===== config.mk =====
export PLATFORM = sky130hd
export DESIGN_NAME = axi_regfile_burst
export DESIGN_NICKNAME = d
export VERILOG_FILES = /design/src/rtl/axi_regfile_burst.sv
export SDC_FILE = /design/constraint.sdc
export NUM_CORES = 1
export LEC_CHECK = 0
export ABC_AREA = 1
export BUFFER_PORTS_ARGS = -buffer_cell sky130_fd_sc_hd__buf_2
export CORE_AREA = 2 2 490 492
export DETAILED_ROUTE_END_ITERATION = 8
export DIE_AREA = 0 0 492 494
export MAX_ROUTING_LAYER = met4
export PLACE_DENSITY = 0.41
export RECOVER_POWER = 50
export REMOVE_ABC_BUFFERS = 1
export SLEW_MARGIN = 20
export SYNTH_ARGS = -nofsm -noshare
export SYNTH_HDL_FRONTEND = slang
export SYNTH_SLANG_ARGS = --single-unit

===== constraint.sdc =====
create_clock -name ACLK -period 2.1 [get_ports ACLK]
set_input_delay 0.42 -clock ACLK [delete_from_list [all_inputs] [get_ports ACLK]]
set_output_delay 0.42 -clock ACLK [all_outputs]
set_load 0.1 [all_outputs]

===== src/rtl/axi_regfile_burst.sv =====
// AXI3 slave register file with INCR/FIXED bursts, byte strobes, ID echo, per-register
// write pulses, read-only status words and SLVERR reporting on illegal size/burst or WLAST misuse.
module axi_regfile_burst #(
    parameter int               NREGS    = 16,
    parameter int               ADDR_LSB = 2,
    parameter logic [NREGS-1:0] RO_MASK  = '0,
    parameter logic [31:0]      RST_VAL  = 32'h0
) (
    input  logic                 ACLK,
    input  logic                 ARESETN,
    input  logic [31:0]          ARADDR,
    input  logic                 ARVALID,
    output logic                 ARREADY,
    input  logic [11:0]          ARID,
    input  logic [3:0]           ARLEN,
    input  logic [1:0]           ARSIZE,
    input  logic [1:0]           ARBURST,
    input  logic [31:0]          AWADDR,
    input  logic                 AWVALID,
    output logic                 AWREADY,
    input  logic [11:0]          AWID,
    input  logic [3:0]           AWLEN,
    input  logic [1:0]           AWSIZE,
    input  logic [1:0]           AWBURST,
    input  logic [11:0]          WID,
    input  logic [31:0]          WDATA,
    input  logic [3:0]           WSTRB,
    input  logic                 WVALID,
    input  logic                 WLAST,
    output logic                 WREADY,
    output logic                 BVALID,
    input  logic                 BREADY,
    output logic [11:0]          BID,
    output logic [1:0]           BRESP,
    output logic [31:0]          RDATA,
    output logic                 RVALID,
    input  logic                 RREADY,
    output logic [11:0]          RID,
    output logic                 RLAST,
    output logic [1:0]           RRESP,
    output logic [NREGS*32-1:0]  regs_out,
    input  logic [NREGS*32-1:0]  status_in,
    output logic [NREGS-1:0]     wr_pulse
);
    localparam int             IW      = $clog2(NREGS);
    localparam logic [IW-1:0]  IDX_ONE = 1;

    typedef enum logic [1:0] {W_IDLE = 2'd0, W_DATA = 2'd1, W_RESP = 2'd2} w_state_t;
    typedef enum logic       {R_IDLE = 1'b0, R_DATA = 1'b1} r_state_t;

    w_state_t        w_state_r, w_next_s;
    r_state_t        r_state_r, r_next_s;
    logic [31:0]     regs_r [NREGS];
    logic [NREGS-1:0] wr_pulse_r;

    logic            awready_r, wready_r, bvalid_r;
    logic [11:0]     bid_r;
    logic [1:0]      bresp_r;
    logic [IW-1:0]   w_idx_r;
    logic [3:0]      w_len_r, w_cnt_r;
    logic            w_err_r, w_lerr_r, w_fixed_r;

    logic            arready_r, rvalid_r, rlast_r;
    logic [31:0]     rdata_r;
    logic [11:0]     rid_r;
    logic [1:0]      rresp_r;
    logic [IW-1:0]   r_idx_r, r_next_idx_s;
    logic [3:0]      r_len_r, r_cnt_r;
    logic            r_fixed_r;

    logic aw_hs_s, w_hs_s, b_hs_s, ar_hs_s, r_hs_s;
    logic w_final_s, r_final_s, aw_err_s, ar_err_s;
    logic [IW-1:0] aw_idx_s, ar_idx_s;
    logic unused_s;

    assign aw_hs_s   = AWVALID && awready_r;
    assign w_hs_s    = WVALID && wready_r;
    assign b_hs_s    = bvalid_r && BREADY;
    assign ar_hs_s   = ARVALID && arready_r;
    assign r_hs_s    = rvalid_r && RREADY;
    assign w_final_s = (w_cnt_r == w_len_r);
    assign r_final_s = (r_cnt_r == r_len_r);
    // WRAP and any size other than one full word are rejected with SLVERR
    assign aw_err_s  = (AWSIZE != 2'b10) || AWBURST[1];
    assign ar_err_s  = (ARSIZE != 2'b10) || ARBURST[1];
    assign aw_idx_s  = AWADDR[ADDR_LSB +: IW];
    assign ar_idx_s  = ARADDR[ADDR_LSB +: IW];
    assign r_next_idx_s = r_fixed_r ? r_idx_r : r_idx_r + IDX_ONE;
    assign unused_s  = ^{WID, AWADDR, ARADDR};

    assign AWREADY  = awready_r;
    assign WREADY   = wready_r;
    assign BVALID   = bvalid_r;
    assign BID      = bid_r;
    assign BRESP    = bresp_r;
    assign ARREADY  = arready_r;
    assign RVALID   = rvalid_r;
    assign RDATA    = rdata_r;
    assign RID      = rid_r;
    assign RLAST    = rlast_r;
    assign RRESP    = rresp_r;
    assign wr_pulse = wr_pulse_r;

    function automatic logic [31:0] rd_word(input logic [IW-1:0] i);
        if (RO_MASK[i]) rd_word = status_in[32*i +: 32];
        else            rd_word = regs_r[i];
    endfunction

    // Flat register image; read-only slots are exported as zero
    always_comb begin
        regs_out = '0;
        for (int i = 0; i < NREGS; i++) begin
            regs_out[32*i +: 32] = RO_MASK[i] ? 32'h0 : regs_r[i];
        end
    end

    // Write FSM next state
    always_comb begin
        w_next_s = w_state_r;
        case (w_state_r)
            W_IDLE:  if (aw_hs_s) w_next_s = W_DATA; else w_next_s = W_IDLE;
            W_DATA:  if (w_hs_s && w_final_s) w_next_s = W_RESP; else w_next_s = W_DATA;
            W_RESP:  if (b_hs_s) w_next_s = W_IDLE; else w_next_s = W_RESP;
            default: w_next_s = W_IDLE;
        endcase
    end

    // Write FSM state, handshake outputs and burst bookkeeping
    always_ff @(posedge ACLK or negedge ARESETN) begin
        if (!ARESETN) begin
            w_state_r <= W_IDLE;
            awready_r <= 1'b0;
            wready_r  <= 1'b0;
            bvalid_r  <= 1'b0;
            bid_r     <= 12'h0;
            bresp_r   <= 2'b00;
            w_idx_r   <= '0;
            w_len_r   <= 4'd0;
            w_cnt_r   <= 4'd0;
            w_err_r   <= 1'b0;
            w_lerr_r  <= 1'b0;
            w_fixed_r <= 1'b0;
        end else begin
            w_state_r <= w_next_s;
            awready_r <= (w_next_s == W_IDLE);
            wready_r  <= (w_next_s == W_DATA);
            bvalid_r  <= (w_next_s == W_RESP);
            if (aw_hs_s) begin
                w_idx_r   <= aw_idx_s;
                w_len_r   <= AWLEN;
                w_cnt_r   <= 4'd0;
                bid_r     <= AWID;
                w_err_r   <= aw_err_s;
                w_lerr_r  <= 1'b0;
                w_fixed_r <= (AWBURST == 2'b00) && !aw_err_s;
            end
            if (w_hs_s) begin
                w_cnt_r <= w_cnt_r + 4'd1;
                if (!w_fixed_r) w_idx_r <= w_idx_r + IDX_ONE;
                // WLAST is only checked, the beat count alone ends the burst
                if (WLAST != w_final_s) w_lerr_r <= 1'b1;
                if (w_final_s) begin
                    bresp_r <= (w_err_r || w_lerr_r || (WLAST != w_final_s)) ? 2'b10 : 2'b00;
                end
            end
        end
    end

    // Register storage with byte strobes and one-cycle update pulses
    always_ff @(posedge ACLK or negedge ARESETN) begin
        if (!ARESETN) begin
            for (int i = 0; i < NREGS; i++) regs_r[i] <= RST_VAL;
            wr_pulse_r <= '0;
        end else begin
            wr_pulse_r <= '0;
            if (w_hs_s && !w_err_r && !RO_MASK[w_idx_r]) begin
                for (int b = 0; b < 4; b++) begin
                    if (WSTRB[b]) regs_r[w_idx_r][8*b +: 8] <= WDATA[8*b +: 8];
                end
                wr_pulse_r[w_idx_r] <= 1'b1;
            end
        end
    end

    // Read FSM next state
    always_comb begin
        r_next_s = r_state_r;
        case (r_state_r)
            R_IDLE:  if (ar_hs_s) r_next_s = R_DATA; else r_next_s = R_IDLE;
            R_DATA:  if (r_hs_s && r_final_s) r_next_s = R_IDLE; else r_next_s = R_DATA;
            default: r_next_s = R_IDLE;
        endcase
    end

    // Read FSM state and registered R channel; next beat preloads on each handshake
    always_ff @(posedge ACLK or negedge ARESETN) begin
        if (!ARESETN) begin
            r_state_r <= R_IDLE;
            arready_r <= 1'b0;
            rvalid_r  <= 1'b0;
            rlast_r   <= 1'b0;
            rdata_r   <= 32'h0;
            rid_r     <= 12'h0;
            rresp_r   <= 2'b00;
            r_idx_r   <= '0;
            r_len_r   <= 4'd0;
            r_cnt_r   <= 4'd0;
            r_fixed_r <= 1'b0;
        end else begin
            r_state_r <= r_next_s;
            arready_r <= (r_next_s == R_IDLE);
            if (ar_hs_s) begin
                r_idx_r   <= ar_idx_s;
                r_len_r   <= ARLEN;
                r_cnt_r   <= 4'd0;
                rid_r     <= ARID;
                r_fixed_r <= (ARBURST == 2'b00) && !ar_err_s;
                rresp_r   <= ar_err_s ? 2'b10 : 2'b00;
                rvalid_r  <= 1'b1;
                rlast_r   <= (ARLEN == 4'd0);
                rdata_r   <= rd_word(ar_idx_s);
            end else if (r_hs_s) begin
                if (r_final_s) begin
                    rvalid_r <= 1'b0;
                    rlast_r  <= 1'b0;
                end else begin
                    r_idx_r <= r_next_idx_s;
                    r_cnt_r <= r_cnt_r + 4'd1;
                    rlast_r <= ((r_cnt_r + 4'd1) == r_len_r);
                    rdata_r <= rd_word(r_next_idx_s);
                end
            end
        end
    end
endmodule


==> impl_results.md <==
* Achievable Freq at 0.454 GHz
* DR WL/cell at 24.6 um
* Synth top area share at 47.5%
* Buf+Inv Stages, Crit Path at 4
* Inserted Clock Buffers at 85
* First-pass GRT wire length at 279000 um
* PwrDens at 2100 mW/mm2
* CP Cell Sequence: ha_1 -> inv_2 -> o21ai_4 -> buf_12 -> buf_16 -> buf_8 -> a21oi_1 -> o21ai_1 -> nand3_1 -> nand2_1 -> nand2_1 -> nand3_2 -> nand2_1
* Max_cap viols at 0
* Max-slew headroom at 26.4%
* DRT iter0 DRCs at 2935
* CTS tree: built
* Status: finished with violations
* P_leak at 0.0229 uW
* Core Area at 0.237 mm2
* Vias/cell at 4.17
* Starting density of the core at 13.8%
* Footprint of the multi-input gates at 0.0150 mm2
* Reg area at 0.0156 mm2
* Max IR drop VDD at 1400 uV
* DIE HEIGHT at 494 um
* Die width at 492 um
* Worst endpoint data arrival time at 2.81 ns
* Total gr overflow at 0
* Hold Violations, Final at 0
* Worst Tran Pin Value at 1.10 ns
* Crit Reg-Reg Startpoint: r_idx_r[0]$_DFFE_PN0P_
* Sequential area share after synthesis at 47.5%
* Layout Skew at 0.0370 ns
* Register bit count reported by yosys at 623
* Area grow syn2layout at 50.9%
* Syn_area_per_cell at 7.48 um2
* Asr flop ratio synth at 100%
* Cell Area, Synth at 0.0328 mm2
* HP Start: BREADY
* Clk_lat worst skew at 0.74 ns
* Max-slew violation count at 0
* Setup WS pre-CTS at -0.447 ns
* DRT Wirelength at 210000 um
* Mapped Cells at 4386
* Yosys warns at 0
* Drt drc at 0
* Gp weighted congestion at 0.856
* Worst setup margin at -0.103 ns
* Fillers at 26600
* EDFF count, synth at 0
* Crit Reg-Reg Endpoint: RDATA[8]$_DFFE_PN0P_
* Clk sinks at 623
* Port-buffer cells at 683
* Largest net degree at the start of global routing at 84
* Vias in the first global route at 33700
* Initial antenna violation count at 16
* Critical path launch point type: register
* RSZ-0062 raised after global routing: yes
* Worst Hold End: BVALID$_DFF_PN0_
* Area of the die at 0.243 mm2
* Crit end category: register
* Fin cells at 8535
* Worst Path Max Fanout at 8
* Placed Cells at 8240
* Failing checks: setup timing
* Min cycle time layout at 2.20 ns
* I/O pins at 1266
* Ys flop type: dfrtp_1
* Nets at 5973
* Cell type with the largest total area after synthesis: dfrtp_1
* Library cells used by synthesis at 33
* Overall Global Routing Usage at 17.0%
* Reg clk slew, reported paths at 0.06 ns
* Reg2reg path depth at 13
* Root Buffer: clkbuf_16
* Critical path type: register to register
* Slowest cell on the critical path: dfrtp_1
* DPL Wire Length at 150000 um
* Worst endpoint required time at 2.71 ns
* Tcrit/Tclk final at 105%
* Antenna Nets Post-Route at 0
* Hold Path Depth at 4
* Synth area leaders: dfrtp_1 48%, nand2_1 16%, o21ai_0 10%
* Hold Crit Class: primary input to register
* CP delay by family, top: buffers and inverters
* R2R Setup Slk at -0.10 ns
* H-tree depth at 3
* Power consumption at 104000 uW
* Routed vias at 35600
* Row cnt at 179
* Finish-stage setup viols at 16
* Peak per-stage delay on the critical path at 0.40 ns
* CP dominant cell by count: nand2_1
* Detailed-router iteration count before antenna repair at 6
* Post-layout util at 20.8%
* Layout cells sized above 1 at 25.2%
* Clock Tree Buf Depth at 3
sequential cells by signal (all words and copies together), names as in the netlist, 2 cells and up:
name,count
regs_out,512
RDATA,32
wr_pulse,16
BID,12
RID,12
r_cnt_r,4
r_idx_r,4
r_len_r,4
w_cnt_r,4
w_idx_r,4
w_len_r,4
w_state_r,2
stage by stage:
step	setup TNS, ns	hold WS (ns)	cell area, um2
final	-0.693	0.0776	49500
after detailed placement	-37.14	0.329	43100
after global placement	-36.78	0.331	43100
after CTS	-1.15	0.0123	48800
after floorplan	-555.71	0.124	31400
after global routing	-5.28	0.0670	49500
how the worst max path moves through the flow:
| stage | startpoint | end | cells after the start |
|---|---|---|---|
| CTS | r_idx_r[0]$_DFFE_PN0P_ | RDATA[19]$_DFFE_PN0P_ | 12 |
| detailed placement | WVALID | regs_out[442]$_DFFE_PN0P_ | 11 |
| finish | r_idx_r[0]$_DFFE_PN0P_ | RDATA[8]$_DFFE_PN0P_ | 13 |
| global placement | WVALID | regs_out[442]$_DFFE_PN0P_ | 11 |
| floorplan | r_idx_r[0]$_DFFE_PN0P_ | RDATA[14]$_DFFE_PN0P_ | 10 |
| global route | r_idx_r[0]$_DFFE_PN0P_ | RDATA[25]$_DFFE_PN0P_ | 13 |
cells in the final DEF (no fill, tap or decap), types with 17 or more instances in the layout:
master         count
nor2_1            76
a21oi_1          206
buf_2            340
clkbuf_16         99
inv_1            334
nand3_1          306
o21ai_0          639
o211ai_1         265
dlygate4sd3_1     50
nand2_2           37
o21ai_1          118
clkbuf_8          17
buf_6             31
buf_16            23
buf_4            497
nand2_1         1326
nand3_2           18
buf_12           142
clkbuf_1          24
dfrtp_1          621
layer usage:
metal	routed length, um	global-route usage (%)	share of wire (%)
met1	89400	20.9	43
met2	95900	26.4	46
met3	12800	3.08	6.1
met4	11900	8.61	5.7
met5	0	-	0
worst min-delay path, cell delays in order:
cell and delay, ns:
buf_2 0.11, nand2_1 0.06, nand3_1 0.08, o31ai_1 0.08
timing repair:
item / 4_1_cts / 5_1_grt
setup endpoints to repair: 449 / 172
setup buffers: 32 / 23
cloned: 17 / 17
gates resized for setup: 458 / 119
endpoints found under the hold margin: 317 / 0
pin swaps: 20 / 82
hold buffers: 50 / 0
Yosys cell counts, types with 3 or more instances:
master / count
o211ai_1: 265
o21ai_0: 660
buf_2: 91
nand2_1: 1372
inv_1: 337
dfrtp_1: 623
xor2_1: 14
buf_1: 19
buf_4: 3
o22ai_1: 3
nor2_1: 84
nand2_2: 3
xnor2_1: 4
nand3_1: 324
nor3_2: 13
ha_1: 7
inv_2: 10
o21ai_1: 100
nor3_1: 4
o31ai_1: 5
clkbuf_1: 209
a21oi_1: 222
layout make-up:
cell class                 count  share of cell area [%]
multi-input combinational   3091                    30.4
clock buffer                 112                    4.85
inverter                     349                    2.77
antenna                       10                  0.0506
clock inverter                39                    1.11
sequential                   623                    31.5
timing repair buffer        1144                    21.3
tap                         3167                    8.01
cell families (layout without fill, tap and decap cells):
logic type	after synthesis	in the layout	synth area share [%]
XOR/XNOR	18	18	0.481
adder cells (fa/ha/maj)	7	7	0.267
buffers and inverters	673	1644	8.13
other	1	12	0.0114
flip-flops	623	623	47.5
AO/OA/AOI/OAI	1259	1259	21.3
AND/OR/NAND/NOR	1805	1805	22.2
power by group:
part	switching, uW	internal [uW]
clock	6380	9200
sequential	4120	15600
combinational	49300	19200
Power figures use the tool's default switching activity.
